<file path="src/rtl/pot_scan_sched.sv">
// pot_scan_sched
// Round-robin scheduler sharing one SPI A2D converter among the six
// equalizer slide pots. Each slot issues a one-cycle conversion request,
// waits for the result (or a timeout), latches it, then idles GAP cycles
// before moving on to the next slot.
//
// Parameters:
//   GAP       idle cycles between the end of one conversion and the next start (>= 2)
//   TIMEOUT   cycles to wait for cnv_cmplt, counted from the strt_cnv cycle (>= 2)
// Ports:
//   clk        system clock, posedge
//   rst_n      asynchronous reset, active-HIGH despite the name
//   en         scan enable; a conversion in flight always finishes
//   cnv_cmplt  one-cycle completion pulse from the A2D, res valid with it
//   res        12-bit A2D result
//   strt_cnv   one-cycle conversion request
//   chnnl      A2D channel select, decoded from the slot index
//   POT_*      latest reading per pot (bands reset to 12'h800, VOL to 12'h000)
//   sweep_done one-cycle pulse when the VOL slot is resolved
//   pots_valid sticky, set at the first sweep end with no timeouts
//   err        one-cycle pulse on a conversion timeout
module pot_scan_sched #(
  parameter int GAP     = 1024,
  parameter int TIMEOUT = 4096
) (
  input  logic        clk,
  input  logic        rst_n,
  input  logic        en,
  input  logic        cnv_cmplt,
  input  logic [11:0] res,
  output logic        strt_cnv,
  output logic [2:0]  chnnl,
  output logic [11:0] POT_LP,
  output logic [11:0] POT_B1,
  output logic [11:0] POT_B2,
  output logic [11:0] POT_B3,
  output logic [11:0] POT_HP,
  output logic [11:0] POT_VOL,
  output logic        sweep_done,
  output logic        pots_valid,
  output logic        err
);

  localparam int GW = (GAP > 2) ? $clog2(GAP) : 1;
  localparam int TW = (TIMEOUT > 2) ? $clog2(TIMEOUT) : 1;
  localparam logic [GW-1:0] GAP_LAST = GW'(GAP - 1);
  localparam logic [TW-1:0] TMO_LAST = TW'(TIMEOUT - 1);

  typedef enum logic [1:0] {IDLE, START, WAIT, ADV} state_t;

  state_t      state_q;
  logic [2:0]  idx_q;
  logic [GW-1:0] gapCnt_q;
  logic [TW-1:0] tmoCnt_q;
  logic        strt_q;
  logic        done_q;
  logic        err_q;
  logic        valid_q;
  logic        bad_q;
  logic [11:0] potLp_q, potB1_q, potB2_q, potB3_q, potHp_q, potVol_q;

  // Slot index to A2D channel: LP, B1, B2, B3, HP, VOL.
  always_comb begin
    chnnl = 3'd1;
    case (idx_q)
      3'd0:    chnnl = 3'd1;
      3'd1:    chnnl = 3'd0;
      3'd2:    chnnl = 3'd4;
      3'd3:    chnnl = 3'd2;
      3'd4:    chnnl = 3'd3;
      3'd5:    chnnl = 3'd7;
      default: chnnl = 3'd1;
    endcase
  end

  // Scheduler FSM with registered pulse outputs. The timeout counter is
  // cleared on entry to START and also counts the START cycle, so err lands
  // exactly TIMEOUT cycles after the strt_cnv cycle. bad_q records any
  // timeout since the last wrap and gates pots_valid at sweep end.
  always_ff @(posedge clk or posedge rst_n) begin
    if (rst_n) begin
      state_q  <= IDLE;
      idx_q    <= 3'd0;
      gapCnt_q <= '0;
      tmoCnt_q <= '0;
      strt_q   <= 1'b0;
      done_q   <= 1'b0;
      err_q    <= 1'b0;
      valid_q  <= 1'b0;
      bad_q    <= 1'b0;
      potLp_q  <= 12'h800;
      potB1_q  <= 12'h800;
      potB2_q  <= 12'h800;
      potB3_q  <= 12'h800;
      potHp_q  <= 12'h800;
      potVol_q <= 12'h000;
    end else begin
      strt_q <= 1'b0;
      done_q <= 1'b0;
      err_q  <= 1'b0;
      case (state_q)
        IDLE: begin
          if (!en) begin
            gapCnt_q <= '0;
          end else if (gapCnt_q == GAP_LAST) begin
            gapCnt_q <= '0;
            tmoCnt_q <= '0;
            strt_q   <= 1'b1;
            state_q  <= START;
          end else begin
            gapCnt_q <= gapCnt_q + 1'b1;
          end
        end
        START: begin
          tmoCnt_q <= tmoCnt_q + 1'b1;
          state_q  <= WAIT;
        end
        WAIT: begin
          // A result on the timeout cycle still counts as a result.
          if (cnv_cmplt) begin
            case (idx_q)
              3'd0:    potLp_q  <= res;
              3'd1:    potB1_q  <= res;
              3'd2:    potB2_q  <= res;
              3'd3:    potB3_q  <= res;
              3'd4:    potHp_q  <= res;
              default: potVol_q <= res;
            endcase
            state_q <= ADV;
            if (idx_q == 3'd5) begin
              done_q <= 1'b1;
              if (!bad_q) begin
                valid_q <= 1'b1;
              end
            end
          end else if (tmoCnt_q == TMO_LAST) begin
            err_q   <= 1'b1;
            bad_q   <= 1'b1;
            state_q <= ADV;
            if (idx_q == 3'd5) begin
              done_q <= 1'b1;
            end
          end else begin
            tmoCnt_q <= tmoCnt_q + 1'b1;
          end
        end
        ADV: begin
          if (idx_q == 3'd5) begin
            idx_q <= 3'd0;
            bad_q <= 1'b0;
          end else begin
            idx_q <= idx_q + 3'd1;
          end
          gapCnt_q <= '0;
          state_q  <= IDLE;
        end
        default: state_q <= IDLE;
      endcase
    end
  end

  assign strt_cnv   = strt_q;
  assign sweep_done = done_q;
  assign err        = err_q;
  assign pots_valid = valid_q;
  assign POT_LP     = potLp_q;
  assign POT_B1     = potB1_q;
  assign POT_B2     = potB2_q;
  assign POT_B3     = potB3_q;
  assign POT_HP     = potHp_q;
  assign POT_VOL    = potVol_q;

endmodule

</file>
<file path="config.mk">
export PLATFORM = sky130hd
export DESIGN_NAME = pot_scan_sched
export DESIGN_NICKNAME = d
export VERILOG_FILES = /design/src/rtl/pot_scan_sched.sv
export SDC_FILE = /design/constraint.sdc
export NUM_CORES = 1
export LEC_CHECK = 0
export BUFFER_PORTS_ARGS = -buffer_cell sky130_fd_sc_hd__buf_2
export CORE_MARGIN = 1
export CORE_UTILIZATION = 40
export CTS_CLUSTER_DIAMETER = 60
export DETAILED_ROUTE_END_ITERATION = 8
export PLACE_DENSITY = 0.66
export SLEW_MARGIN = 40
export SYNTH_ARGS = -nofsm -noshare
export SYNTH_HDL_FRONTEND = slang
export SYNTH_SLANG_ARGS = --single-unit
</file>
<file path="constraint.sdc">
create_clock -name clk -period 3.7 [get_ports clk]
set_clock_uncertainty 0.05 [all_clocks]
set_input_delay 0.74 -clock clk [delete_from_list [all_inputs] [get_ports clk]]
set_output_delay 0.74 -clock clk [all_outputs]
set_load 0.02 [all_outputs]
</file>
==> flow_summary.json, run 1 <==
{
  "status": "complete, no violations",
  "cts.sinks": 104,
  "start_util_pct": 41.69,
  "synthTopCellsByArea": "dfrtp_1 (54%), mux2_2 (15%), mux2_4 (3.3%)",
  "drtIter0Drc": 213,
  "cts_tree": "yes",
  "antenna_found_initial": 0,
  "fill_cells": 972,
  "wl_met1_mm": 4.347,
  "ys.flop_type": "dfrtp_1",
  "syn_nets": 378,
  "wl_met2_mm": 4.648,
  "design.core.area_mm2": 0.01103,
  "cts_buffers": 9,
  "grt_max_degree": 68,
  "final_nets": 473,
  "fin_crit_ns": 2.596,
  "layout_common_cells": "dfrtp_1 (99), buf_2 (94), mux2_2 (62)",
  "cts-root-buf": "clkbuf_16",
  "rows": 38,
  "final_common_cell": "dfrtp_1",
  "drt_pass1_iterations": 4,
  "yosysTopAreaCell": "dfrtp_1",
  "fin_tns_setup_ns": 0,
  "port_buffers": 94,
  "hpwlAfterDp_mm": 6.783,
  "vias": 3202,
  "synth-edff-count": 0,
  "overflow": 0,
  "seq_power_share_pct": 38.6,
  "yosys_warnings": 0,
  "timing.rr.end": "POT_B3[3]",
  "synth_top_area_share_pct": 53.88,
  "route.top_layer_used": "met4",
  "drc": 0,
  "pwr_density_cell_mw_per_mm2": 897.0,
  "cp-start-kind": "flip-flop",
  "antennaDiodeCount": 0,
  "critPathCaptureType": "output port",
  "post-cts-setup-buffer-count": 0,
  "crit_type": "flip-flop to output port",
  "hp-class": "input port to asynchronous set/reset pin",
  "vias_per_cell": 5.391,
  "pwr-share-clk_pct": 17.9,
  "area_delta_synth_final_pct": 19.78,
  "p_switching_mw": 1.947,
  "p_sw_share_pct": 39.40,
  "maxSlewViolCount": 0,
  "drive_gt1_share_pct": 44.05,
  "globalplace.congestion": 0.7710,
  "clock_path_buffers": 2,
  "ios": 95,
  "ctsHoldBuffers": 0,
  "final_cells": 594,
  "rrSetupSlack_ns": 1.44,
  "dieHeight_um": 109.2,
  "required_ns": 2.91,
  "clkLatencyLatePin_ns": 0.34,
  "p_comb_share_pct": 43.5,
  "leakage_nw": 2.596,
  "ant_nets": 0,
  "synth.avg_cell_area_um2": 12.95,
  "worstMarginPinSlew_ns": 0.7870,
  "cts_max_level": 3,
  "p_int_mw": 2.994,
  "hold_viol": 0,
  "fin_util_pct": 49.93,
  "maxSlewHeadroom_pct": 47.39,
  "arrival_ns": 1.81,
  "yosysUniqueCellTypes": 54,
  "post_cts_resized": 0,
  "dp.cells": 579,
  "met3_length_um": 502,
  "setup_violations": 0,
  "clkTransAtPathRegs_ns": 0.07,
  "yosysSeqAreaShare_pct": 56.73,
  "fin_crit_sh_pct": 70.17,
  "grt_pass1_wl_mm": 15.43,
  "synth_seq_cells": 104,
  "grt_setup_unrepaired": "no",
  "wl_per_cell_um": 16.36,
  "wl_mm": 9.719,
  "mappedNetlistArea_mm2": 0.004598,
  "die_w_um": 109.2,
  "rr_worst_depth": 4,
  "grtUsageTotal_pct": 16.89,
  "crit_path_max_fanout": 12,
  "die_area_mm2": 0.01193,
  "synthCells": 355,
  "ys_async_sr_fraction_pct": 100.0,
  "rr_startpoint": "idx_q[0]",
  "max_cap_violations": 0,
  "grt_pass1_vias": 3152,
  "timing.fmax_ghz": 0.3852,
  "vdd_drop_max_mv": 0.4571
}
==> through the flow <==
stage | power (mW) | setup slack, ns | hold WS (ns) | cell area, um^2
final | 4.941 | 1.104 | 0.3868 | 5508
after floorplan | 3.403 | 0.1861 | 0.3991 | 4598
after global placement | 4.016 | 1.315 | 0.4333 | 5214
after CTS | 4.996 | 1.080 | 0.3967 | 5508
after global routing | 5.264 | 0.9543 | 0.4398 | 5508
after detailed placement | 4.086 | 1.406 | 0.4353 | 5226
==> power by group through the flow <==
stage / logic (mW) / registers (mW) / clock network (mW)
2_1_floorplan: 1.07 / 2.34 / 0
3_3_place_gp: 2.11 / 1.90 / 0
3_5_place_dp: 2.16 / 1.93 / 0
4_1_cts: 2.17 / 1.91 / 0.921
5_1_grt: 2.33 / 1.97 / 0.959
6_report: 2.15 / 1.91 / 0.884
==> flip-flops by register name, indices dropped and copies added (netlist names) <==
| register | count |
|---|---|
| idx_q | 3 |
| tmoCnt_q | 12 |
| strt_cnv | 1 |
| pots_valid | 1 |
| err | 1 |
| bad_q | 1 |
| POT_VOL | 12 |
| state_q | 2 |
| POT_LP | 12 |
| gapCnt_q | 10 |
| POT_B2 | 12 |
| POT_B1 | 12 |
| sweep_done | 1 |
| POT_B3 | 12 |
| POT_HP | 12 |
==> critical path: stages, from the launching register on <==
cell,delay [ns]
dfrtp_1,0.58
inv_1,0.11
ha_1,0.28
nor2_1,0.10
nor2_1,0.04
o22ai_1,0.17
buf_2,0.19
==> metal layers <==
metal  vias up  global-route usage (%)
li1       1497                       -
met4         0                   6.857
met1      1590                   20.83
met2        94                   29.38
met3        21                   2.690
met5         -                       0
==> synthesized netlist by cell type (all sizes together) (3+ instances only) <==
cell type	number
or3	3
nand2	20
dfstp	5
inv	8
nand3b	4
o21ai	18
buf	11
dfrtp	99
a21oi	3
nor4	4
mux2	72
nand3	9
and2	3
o31a	4
and3	3
or4	3
nor3	5
xnor2	4
o41ai	3
o31ai	12
clkbuf	3
nand2b	6
nand4	8
ha	7
nor2	13
==> logic make-up (layout without fill, tap and decap cells) <==
| family | count (synthesis) | in the layout | share of synthesized area (%) |
|---|---|---|---|
| XOR/XNOR | 6 | 6 | 1.143 |
| adder cells (fa/ha/maj) | 7 | 7 | 1.905 |
| AO/OA/AOI/OAI | 57 | 57 | 8.572 |
| buffers and inverters | 22 | 121 | 2.286 |
| multiplexers | 73 | 73 | 18.67 |
| flip-flops | 104 | 104 | 56.73 |
| AND/OR/NAND/NOR | 86 | 86 | 10.69 |
==> final cells by class <==
cell class	instances	area [um^2]	area share (%)
sequential	104	2609	47.36
clock inverter	4	28.78	0.5225
timing repair buffer	98	513.0	9.314
multi-input combinational	229	1897	34.44
tap	140	175.2	3.180
clock buffer	11	252.7	4.589
inverter	8	32.53	0.5906
==> how the worst max path moves through the flow <==
stage	startpoint	endpoint	slack (ns)
after global placement	cnv_cmplt	POT_HP[3]	1.31
after detailed placement	idx_q[0]	POT_B3[3]	1.41
after floorplan	rst_n	POT_B1[0]	0.19
final	idx_q[2]	chnnl[0]	1.10
after global routing	idx_q[2]	chnnl[0]	0.95
after CTS	idx_q[1]	chnnl[0]	1.08
No activity file was read; power rests on OpenSTA's default activity.
==> run 2: changes to the inputs <==
Clock period 3.7 ns to 2.3 ns, I/O delays scaled along.
==> flow_summary.json, run 2 (synthesized netlist as in run 1, its figures left out) <==
{
  "wl_mm": 10.02,
  "clock_path_buffers": 2,
  "grt_pass1_wl_mm": 15.77,
  "port_buffers": 94,
  "timing.fmax_ghz": 0.4672,
  "worstMarginPinSlew_ns": 0.5080,
  "cpMaxStageDelayCell": "dfrtp_1",
  "status": "complete, no violations",
  "max_stage_delay_ns": 0.38,
  "cts.sinks": 104,
  "vias": 3218,
  "final_nets": 481,
  "cts_max_level": 3,
  "timing.rr.end": "POT_B2[7]",
  "die_w_um": 109.2,
  "post-cts-setup-buffer-count": 0,
  "ios": 95,
  "grtUsageTotal_pct": 17.17,
  "design.core.area_mm2": 0.01103,
  "critPathCaptureType": "output port",
  "drtIter0Drc": 200,
  "arrival_ns": 1.63,
  "path_common_cell": "nor2_1",
  "cts_buffers": 9,
  "required_ns": 1.79,
  "wl_per_cell_um": 16.61,
  "grt_pass1_vias": 3091,
  "hold_viol": 0,
  "crit_path_end": "chnnl[0]",
  "antennaDiodeCount": 0,
  "pwr_density_cell_mw_per_mm2": 1460,
  "cp-startpoint": "idx_q[1]",
  "path_cells": "and2_1, ha_1, nor2_1, nor2_1, o22ai_1, buf_2",
  "setup_violations": 0,
  "crit_type": "flip-flop to output port",
  "fin_crit_sh_pct": 93.07,
  "grt_max_degree": 73,
  "dieHeight_um": 109.2,
  "die_area_mm2": 0.01193,
  "clkTransAtPathRegs_ns": 0.07,
  "drt_pass1_iterations": 4,
  "cp-start-kind": "flip-flop",
  "cts_tree": "yes",
  "max_cap_violations": 0,
  "maxSlewHeadroom_pct": 66.14,
  "hp-class": "input port to asynchronous set/reset pin",
  "fin_tns_setup_ns": 0,
  "cpLargestDelayFamily": "flip-flops",
  "clkLatencyLatePin_ns": 0.34,
  "post_cts_resized": 0,
  "layout_common_cells": "dfrtp_1 (99), buf_2 (94), mux2_2 (62)",
  "path_depth": 6,
  "antenna_found_initial": 0,
  "fin_crit_ns": 2.141,
  "rr_worst_depth": 5,
  "holdWs_ns": 0.1797,
  "globalplace.congestion": 0.7977,
  "ctsHoldBuffers": 0,
  "rrSetupSlack_ns": 0.24,
  "overflow": 0,
  "grt_setup_unrepaired": "no",
  "ant_nets": 0,
  "vdd_drop_max_mv": 0.7280,
  "crit_buf_inv": 1,
  "cts-root-buf": "clkbuf_16",
  "start_util_pct": 41.69,
  "final_common_cell": "dfrtp_1",
  "rows": 38,
  "area_delta_synth_final_pct": 21.52,
  "drc": 0,
  "maxSlewViolCount": 0,
  "rr_startpoint": "state_q[0]",
  "hpwlAfterDp_mm": 7.043,
  "leakage_nw": 2.639,
  "vias_per_cell": 5.337,
  "drive_gt1_share_pct": 44.92,
  "crit_path_max_fanout": 5
}
## run 2: power by group
group          internal (mW)  switching, mW
clock network          0.792          0.713
registers               2.59          0.447
logic                   1.51           2.11
total                   4.89           3.26
## run 2: how the worst min path moves through the flow
stage                 endpoint  slack (ns)
global route         POT_B1[8]        0.20
floorplan           pots_valid        0.40
global placement     POT_B3[0]        0.43
finish               POT_HP[8]        0.18
detailed placement  pots_valid        0.43
CTS                  POT_B2[1]        0.19
## run 2: layout make-up
| type | instances | area, um^2 |
|---|---|---|
| fill | 956 | 5443 |
| clock inverter | 6 | 56.30 |
| tap | 140 | 175.2 |
| clock buffer | 10 | 239.0 |
| multi-input combinational | 229 | 1902 |
| inverter | 8 | 33.78 |
| timing repair buffer | 106 | 573.1 |
| sequential | 104 | 2609 |
## run 2: through the flow
step / power [mW] / cell area (um^2) / util, % / setup slack (ns) / std cells
floorplan: 5.476 / 4602 / - / 0.3906 / 355
global placement: 6.574 / 5293 / 47.98 / 0.3109 / 587
detailed placement: 6.702 / 5293 / 47.98 / 0.2483 / 587
CTS: 8.229 / 5588 / 50.66 / 0.1403 / 603
global route: 8.675 / 5588 / 50.66 / 0.08083 / 603
finish: 8.156 / 5588 / 50.66 / 0.1594 / 603
## run 2: tightest hold or removal path, stage by stage
cell and delay, ns:
buf_2 0.11, clkinvlp_4 0.08, buf_12 0.32
## run 2: layer usage
| layer | vias up | part of all wire (%) | track usage [%] |
|---|---|---|---|
| met5 | - | 0 | 0 |
| met4 | 0 | 0.49 | 4.381 |
| met1 | 1605 | 47 | 22.27 |
| li1 | 1520 | - | - |
| met3 | 4 | 4.8 | 4.065 |
| met2 | 89 | 48 | 28.80 |
